$ cat src/rtl/dm_sba_if.sv
// DMI register-access port and system-bus master port of the debug-module system bus access block.
interface dm_sba_if;
    logic        dmi_valid;
    logic [6:0]  dmi_addr;
    logic        dmi_wr;
    logic [31:0] dmi_wdata;
    logic [31:0] dmi_rdata;
    logic        bus_req;
    logic        bus_we;
    logic [31:0] bus_addr;
    logic [31:0] bus_wdata;
    logic        bus_ack;
    logic        bus_err;
    logic [31:0] bus_rdata;

    // master is the SBA block itself: it serves DMI accesses and masters the system bus
    modport master (
        input  dmi_valid, dmi_addr, dmi_wr, dmi_wdata,
        output dmi_rdata,
        output bus_req, bus_we, bus_addr, bus_wdata,
        input  bus_ack, bus_err, bus_rdata
    );

    modport slave (
        output dmi_valid, dmi_addr, dmi_wr, dmi_wdata,
        input  dmi_rdata,
        input  bus_req, bus_we, bus_addr, bus_wdata,
        output bus_ack, bus_err, bus_rdata
    );
endinterface

$ cat src/rtl/dm_sba.sv
// Debug-module system bus access: sbcs/sbaddress0/sbdata0 registers and a 32-bit bus master FSM
// with busy/bus-error/size-error/timeout reporting.
module dm_sba #(
    parameter int unsigned TIMEOUT = 255
) (
    input  logic     clk,
    input  logic     rst_n,
    input  logic     dmactive,
    dm_sba_if.master sba
);
    localparam logic [6:0] ADDR_SBCS   = 7'h38;
    localparam logic [6:0] ADDR_SBADDR = 7'h39;
    localparam logic [6:0] ADDR_SBDATA = 7'h3C;
    localparam int unsigned CNT_W = (TIMEOUT > 1) ? $clog2(TIMEOUT) : 1;
    localparam logic [CNT_W-1:0] CNT_LAST = CNT_W'(TIMEOUT - 1);

    typedef enum logic {StIdle, StBusy} state_e;

    state_e           r_state;
    logic             r_bus_req;
    logic             r_bus_we;
    logic [31:0]      r_bus_addr;
    logic [31:0]      r_bus_wdata;
    logic [31:0]      r_sbaddress;
    logic [31:0]      r_sbdata;
    logic [CNT_W-1:0] r_cnt;
    logic             r_sbbusyerror;
    logic             r_sbreadonaddr;
    logic [2:0]       r_sbaccess;
    logic             r_sbautoincrement;
    logic             r_sbreadondata;
    logic [2:0]       r_sberror;

    logic        w_busy;
    logic [31:0] w_sbcs;
    logic        w_wr_sbcs;
    logic        w_wr_addr;
    logic        w_wr_data;
    logic        w_rd_data;
    logic        w_start_req;
    logic        w_start;
    logic        w_bad_size;
    logic        w_busy_hit;
    logic        w_ack;
    logic        w_timeout;
    logic [2:0]  w_sberror_nxt;
    logic        w_sbbusyerror_nxt;

    assign w_busy = (r_state == StBusy);
    assign w_sbcs = {3'd1, 6'd0, r_sbbusyerror, w_busy, r_sbreadonaddr, r_sbaccess,
                     r_sbautoincrement, r_sbreadondata, r_sberror, 7'd32, 5'b00100};

    assign w_wr_sbcs = sba.dmi_valid && sba.dmi_wr && (sba.dmi_addr == ADDR_SBCS);
    assign w_wr_addr = sba.dmi_valid && sba.dmi_wr && (sba.dmi_addr == ADDR_SBADDR);
    assign w_wr_data = sba.dmi_valid && sba.dmi_wr && (sba.dmi_addr == ADDR_SBDATA);
    assign w_rd_data = sba.dmi_valid && !sba.dmi_wr && (sba.dmi_addr == ADDR_SBDATA);

    assign w_start_req = !w_busy && (r_sberror == 3'd0) && !r_sbbusyerror &&
                         ((w_wr_addr && r_sbreadonaddr) || w_wr_data ||
                          (w_rd_data && r_sbreadondata));
    assign w_start    = w_start_req && (r_sbaccess == 3'd2);
    assign w_bad_size = w_start_req && (r_sbaccess != 3'd2);
    assign w_busy_hit = w_busy && (w_wr_addr || w_wr_data || w_rd_data);
    assign w_ack      = w_busy && sba.bus_ack;
    assign w_timeout  = w_busy && !sba.bus_ack && (r_cnt == CNT_LAST);

    // Error sets are applied after the W1C clear so a same-cycle set survives the clear.
    always_comb begin
        w_sberror_nxt = r_sberror;
        if (w_wr_sbcs) begin
            w_sberror_nxt = r_sberror & ~sba.dmi_wdata[14:12];
        end
        if (w_ack && sba.bus_err) begin
            w_sberror_nxt = 3'd2;
        end else if (w_timeout) begin
            w_sberror_nxt = 3'd1;
        end else if (w_bad_size) begin
            w_sberror_nxt = 3'd4;
        end
    end

    assign w_sbbusyerror_nxt = (r_sbbusyerror && !(w_wr_sbcs && sba.dmi_wdata[22])) || w_busy_hit;

    always_ff @(posedge clk or negedge rst_n) begin
        if (!rst_n) begin
            r_state           <= StIdle;
            r_bus_req         <= 1'b0;
            r_bus_we          <= 1'b0;
            r_bus_addr        <= 32'd0;
            r_bus_wdata       <= 32'd0;
            r_sbaddress       <= 32'd0;
            r_sbdata          <= 32'd0;
            r_cnt             <= '0;
            r_sbbusyerror     <= 1'b0;
            r_sbreadonaddr    <= 1'b0;
            r_sbaccess        <= 3'd2;
            r_sbautoincrement <= 1'b0;
            r_sbreadondata    <= 1'b0;
            r_sberror         <= 3'd0;
        end else if (!dmactive) begin
            r_state           <= StIdle;
            r_bus_req         <= 1'b0;
            r_bus_we          <= 1'b0;
            r_bus_addr        <= 32'd0;
            r_bus_wdata       <= 32'd0;
            r_sbaddress       <= 32'd0;
            r_sbdata          <= 32'd0;
            r_cnt             <= '0;
            r_sbbusyerror     <= 1'b0;
            r_sbreadonaddr    <= 1'b0;
            r_sbaccess        <= 3'd2;
            r_sbautoincrement <= 1'b0;
            r_sbreadondata    <= 1'b0;
            r_sberror         <= 3'd0;
        end else begin
            r_sberror     <= w_sberror_nxt;
            r_sbbusyerror <= w_sbbusyerror_nxt;
            if (w_wr_sbcs) begin
                r_sbreadonaddr    <= sba.dmi_wdata[20];
                r_sbaccess        <= sba.dmi_wdata[19:17];
                r_sbautoincrement <= sba.dmi_wdata[16];
                r_sbreadondata    <= sba.dmi_wdata[15];
            end
            case (r_state)
                StIdle: begin
                    if (w_wr_addr) begin
                        r_sbaddress <= sba.dmi_wdata;
                    end
                    if (w_wr_data) begin
                        r_sbdata <= sba.dmi_wdata;
                    end
                    if (w_start) begin
                        r_state     <= StBusy;
                        r_bus_req   <= 1'b1;
                        r_bus_we    <= w_wr_data;
                        r_bus_addr  <= w_wr_addr ? sba.dmi_wdata : r_sbaddress;
                        r_bus_wdata <= w_wr_data ? sba.dmi_wdata : r_sbdata;
                        r_cnt       <= '0;
                    end
                end
                StBusy: begin
                    if (sba.bus_ack) begin
                        r_state   <= StIdle;
                        r_bus_req <= 1'b0;
                        if (!sba.bus_err) begin
                            if (!r_bus_we) begin
                                r_sbdata <= sba.bus_rdata;
                            end
                            if (r_sbautoincrement) begin
                                r_sbaddress <= r_sbaddress + 32'd4;
                            end
                        end
                    end else if (r_cnt == CNT_LAST) begin
                        r_state   <= StIdle;
                        r_bus_req <= 1'b0;
                    end else begin
                        r_cnt <= r_cnt + CNT_W'(1);
                    end
                end
                default: r_state <= StIdle;
            endcase
        end
    end

    // dmactive gates the request combinationally so it falls in the same cycle.
    assign sba.bus_req   = r_bus_req && dmactive;
    assign sba.bus_we    = r_bus_we;
    assign sba.bus_addr  = r_bus_addr;
    assign sba.bus_wdata = r_bus_wdata;

    always_comb begin
        sba.dmi_rdata = 32'd0;
        case (sba.dmi_addr)
            ADDR_SBCS:   sba.dmi_rdata = w_sbcs;
            ADDR_SBADDR: sba.dmi_rdata = r_sbaddress;
            ADDR_SBDATA: sba.dmi_rdata = r_sbdata;
            default:     sba.dmi_rdata = 32'd0;
        endcase
    end
endmodule

$ cat src/flat_wrapper.sv
// flat-port wrapper written by rule: the top's interface ports become plain ports
module dm_sba_flat 
#(
    parameter int unsigned TIMEOUT = 255
)
  (clk, rst_n, dmactive, sba_dmi_valid, sba_dmi_addr, sba_dmi_wr, sba_dmi_wdata, sba_dmi_rdata, sba_bus_req, sba_bus_we, sba_bus_addr, sba_bus_wdata, sba_bus_ack, sba_bus_err, sba_bus_rdata);
  dm_sba_if sba_i ();
  input  logic clk;
  input  logic rst_n;
  input  logic dmactive;
  input wire logic [$bits(sba_i.dmi_valid)-1:0] sba_dmi_valid;
  input wire logic [$bits(sba_i.dmi_addr)-1:0] sba_dmi_addr;
  input wire logic [$bits(sba_i.dmi_wr)-1:0] sba_dmi_wr;
  input wire logic [$bits(sba_i.dmi_wdata)-1:0] sba_dmi_wdata;
  output wire logic [$bits(sba_i.dmi_rdata)-1:0] sba_dmi_rdata;
  output wire logic [$bits(sba_i.bus_req)-1:0] sba_bus_req;
  output wire logic [$bits(sba_i.bus_we)-1:0] sba_bus_we;
  output wire logic [$bits(sba_i.bus_addr)-1:0] sba_bus_addr;
  output wire logic [$bits(sba_i.bus_wdata)-1:0] sba_bus_wdata;
  input wire logic [$bits(sba_i.bus_ack)-1:0] sba_bus_ack;
  input wire logic [$bits(sba_i.bus_err)-1:0] sba_bus_err;
  input wire logic [$bits(sba_i.bus_rdata)-1:0] sba_bus_rdata;
  assign sba_i.dmi_valid = sba_dmi_valid;
  assign sba_i.dmi_addr = sba_dmi_addr;
  assign sba_i.dmi_wr = sba_dmi_wr;
  assign sba_i.dmi_wdata = sba_dmi_wdata;
  assign sba_dmi_rdata = sba_i.dmi_rdata;
  assign sba_bus_req = sba_i.bus_req;
  assign sba_bus_we = sba_i.bus_we;
  assign sba_bus_addr = sba_i.bus_addr;
  assign sba_bus_wdata = sba_i.bus_wdata;
  assign sba_i.bus_ack = sba_bus_ack;
  assign sba_i.bus_err = sba_bus_err;
  assign sba_i.bus_rdata = sba_bus_rdata;
  dm_sba #(.TIMEOUT(TIMEOUT)) u_core (.clk(clk), .rst_n(rst_n), .dmactive(dmactive), .sba(sba_i));
endmodule
$ cat config.mk
export PLATFORM = sky130hd
export DESIGN_NAME = dm_sba_flat
export DESIGN_NICKNAME = d
export VERILOG_FILES = /design/src/rtl/dm_sba_if.sv /design/src/rtl/dm_sba.sv /design/src/flat_wrapper.sv
export SDC_FILE = /design/constraint.sdc
export NUM_CORES = 1
export LEC_CHECK = 0
export ABC_AREA = 1
export ABC_CLOCK_PERIOD_IN_PS = 3200
export BUFFER_PORTS_ARGS = -buffer_cell sky130_fd_sc_hd__buf_2
export CAP_MARGIN = 20
export CORE_MARGIN = 2
export CORE_UTILIZATION = 50
export CTS_BUF_LIST = sky130_fd_sc_hd__clkbuf_16
export DETAILED_ROUTE_END_ITERATION = 7
export MAX_ROUTING_LAYER = met4
export PLACE_DENSITY = 0.72
export SYNTH_ARGS = -nofsm -noshare
export SYNTH_HDL_FRONTEND = slang
export SYNTH_SLANG_ARGS = --single-unit
$ cat constraint.sdc
create_clock -name clk -period 3.2 [get_ports clk]
set_input_delay 0.64 -clock clk [delete_from_list [all_inputs] [get_ports clk]]
set_output_delay 0.64 -clock clk [all_outputs]
set_load 0.05 [all_outputs]
==> out/results.txt <==
CTS buffer count = 17
Cell Area, Synth = 8770 um2
synthesized-area fraction occupied by adder cells = 0.428%
# port buffers = 175
Required @ worst endpoint = 2560 ps
# fillers = 1658
area of the multi-input gates = 4100 um2
Post-CTS Setup Bufs = 0
die width = 136 um
Vias = 9387
Tmin final = 2830 ps
Mapped Nets = 1364
clk slew on worst S/H paths = 70 ps
Reg area = 3730 um2
gr usage total = 34.5%
Syn-to-layout area delta = 19.4%
commonest cells after routing, fill and taps aside = 452 x nand2_1, 174 x buf_2, 171 x inv_1
die outline height = 136 um
compound-cell area share of the yosys netlist = 12.4%
Slew HR = 56.6%
Setup Skew = 8.74 ps
post-place instance area = 9870 um2
Via density = 5.59
global placer's final weighted congestion = 0.971
Leakage = 5.57 nW
share of cells above drive strength 1 = 17.6%
CTS resizes = 0
setup TNS = 0 ps
crit path buf inv count = 4
core box area = 17200 um2
Syn Inst Count = 1283
CTS H-tree depth = 4
post-synth top area share = 42.2%
pwr dens = 400 nW/um2
Seq cells post-synth = 149
largest net degree at the start of global routing = 66
max_cap viols = 0
Root Driver = clkbuf_16
crit-path max FO = 21
Clock Tree Buf Depth = 2
Worst path max stage delay = 330 ps
CTS Sinks = 149
mux share of post-synthesis cell area = 0%
initial antenna violation count = 1
Worst path top cell family by delay = buffers and inverters
hold slack = 169 ps
unrepaired setup endpoints after global routing = false
Post-Synth XOR/XNOR Area = 0.399%
DRT Pass-1 Iters = 6
class of the worst hold path = input port to async pin
Die ar. = 18600 um2
Tcrit/Tclk final = 88.4%
main combinational cell family by area after synthesis = simple AND/OR/NAND/NOR gates
Worst Tran Pin Value = 651 ps
CP cell instances = buf_2, inv_1, nand2_1, nor2_4, nand2_1, buf_4, o22ai_1, buf_2
first-pass GRT wire length = 47100 um
row cnt = 48
top cell type by total area after synthesis = dfrtp_1
critical path's slowest cell = buf_2
synth warn = 0
Seq/Total Area, Yosys = 42.5%
CTS tree = built
vias in the first global route = 8818
GRT overflow = 0
Startpoint Class = input port
outcome = finished, final reports clean
Max VDD drop = 389 uV
Initial Util = 50.9%
final-report hold violation count = 0
per-cell routed wire length = 18.5 um
total power = 4.19 mW
critical path data arrival time = 2190 ps
CTS Hold Bufs = 0
Top Ports = 176
final setup vio count = 0
clk_lat worst skew = 440 ps
final WL = 31000 um
DR iter-0 viols = 869
ANT nets after route = 0
achievable frequency = 0.354 GHz
CP endpoint kind = primary output
critical path class = input port to primary output
simple-gate share of the synthesized area = 33.4%
most common cell after layout, fill and taps aside = nand2_1
DRC errors left = 0
Synth Area per Inst = 6.84 um2
nets = 1520
post-DP HPWL = 22200 um
post-synth cell types = 36
synth top area cells = dfrtp_1 42%, nand2_1 19%, inv_1 7.3%, nor2_1 5.3%, nand3_1 5.0%
max-slew violation count = 0
final instance area = 10500 um2
==> per-stage QoR <==
step                      cells  worst slack, ps  utilization, %
final                      1678              371            60.7
after global routing       1678              355            60.7
after CTS                  1677              460            60.7
after detailed placement   1645              469            57.3
after global placement     1645              457            57.3
after floorplan            1283              405               -
==> worst reg2reg max path, cell delays in order (launching register included) <==
cell	delay (ps)
dfrtp_1	570
nor4_2	430
nand3_2	340
nand2_1	320
inv_2	260
nand2_1	150
nand2_1	70
==> synth_stat cells, drive strengths merged <==
master / count
and2: 1
buf: 32
o221ai: 14
nand3: 90
nor3: 6
o211ai: 3
nor2: 131
o22ai: 57
inv: 176
o31ai: 5
or2: 5
a21boi: 1
a21oi: 14
nand2: 454
dfstp: 1
o21a: 2
a22oi: 1
a31oi: 35
nand4: 25
nor4: 1
o21ai: 44
xor2: 4
dfrtp: 148
clkbuf: 30
ha: 3
==> routing by layer <==
metal | up-vias | global-route usage (%) | wire (um)
met3 | 88 | 5.33 | 2450
met5 | - | - | 0
met4 | 0 | 17.0 | 1400
met2 | 480 | 53.9 | 14300
met1 | 4387 | 43.9 | 12800
li1 | 4432 | - | -
==> cells by family (layout without fill, tap and decap cells) <==
logic type | Yosys count | after routing
AOI/OAI and AO/OA | 176 | 176
xor gates and xnor gates | 4 | 4
adders and majority gates | 3 | 3
buffers and inverters | 238 | 407
DFF | 149 | 149
other | 0 | 1
and+or+nand+nor | 713 | 713
==> path summary, 6_finish.rpt <==
| kind | from | cells past startpoint | end | slack, ps |
|---|---|---|---|---|
| worst max-delay path | sba_dmi_addr[2] | 8 | sba_dmi_rdata[27] | 370 |
| worst min-delay path | rst_n | 1 | u_core.r_sbdata[20] | 170 |
| worst max register to register | u_core.r_state | 6 | u_core.sba.bus_addr[9] | 980 |
| worst min register to register | u_core.sba.bus_addr[24] | 2 | u_core.sba.bus_addr[24] | 470 |
| max in group asynchronous | rst_n | 2 | u_core.r_sberror[0] | 2170 |
| min in group clk | sba_bus_rdata[1] | 3 | u_core.r_sbdata[1] | 450 |
==> state kept, by name, summed over array words and instances (netlist names) <==
| signal | flops |
|---|---|
| u_core.r_cnt | 8 |
| u_core.r_sbautoincrement | 1 |
| u_core.sba.bus_addr | 32 |
| u_core.sba.bus_wdata | 32 |
| u_core.r_bus_req | 1 |
| u_core.r_sbdata | 32 |
| u_core.r_sbreadondata | 1 |
| u_core.r_sbaccess | 3 |
| u_core.r_state | 1 |
| u_core.r_sbbusyerror | 1 |
| u_core.r_sbaddress | 32 |
| u_core.sba.bus_we | 1 |
| u_core.r_sbreadonaddr | 1 |
| u_core.r_sberror | 3 |
==> cell type report <==
class,count,area share (%)
diodes,1,0.0239
clock inverters,15,1.63
flip-flops and latches,149,35.6
repair buffers,199,10.5
well taps,225,2.69
multi-input cells,896,39.2
clock buffers,17,4.06
inverters,176,6.31
==> report_power, final <==
| group | internal, mW | total [mW] | leakage [nW] | switching [mW] |
|---|---|---|---|---|
| clock network | 1.17 | 2.09 | 0.287 | 0.916 |
| registers | 1.89 | 1.89 | 2.08 | 0.00328 |
| logic | 0.0615 | 0.214 | 3.20 | 0.153 |
| total | 3.12 | 4.19 | 5.57 | 1.07 |
No activity file was read; power rests on OpenSTA's default activity.
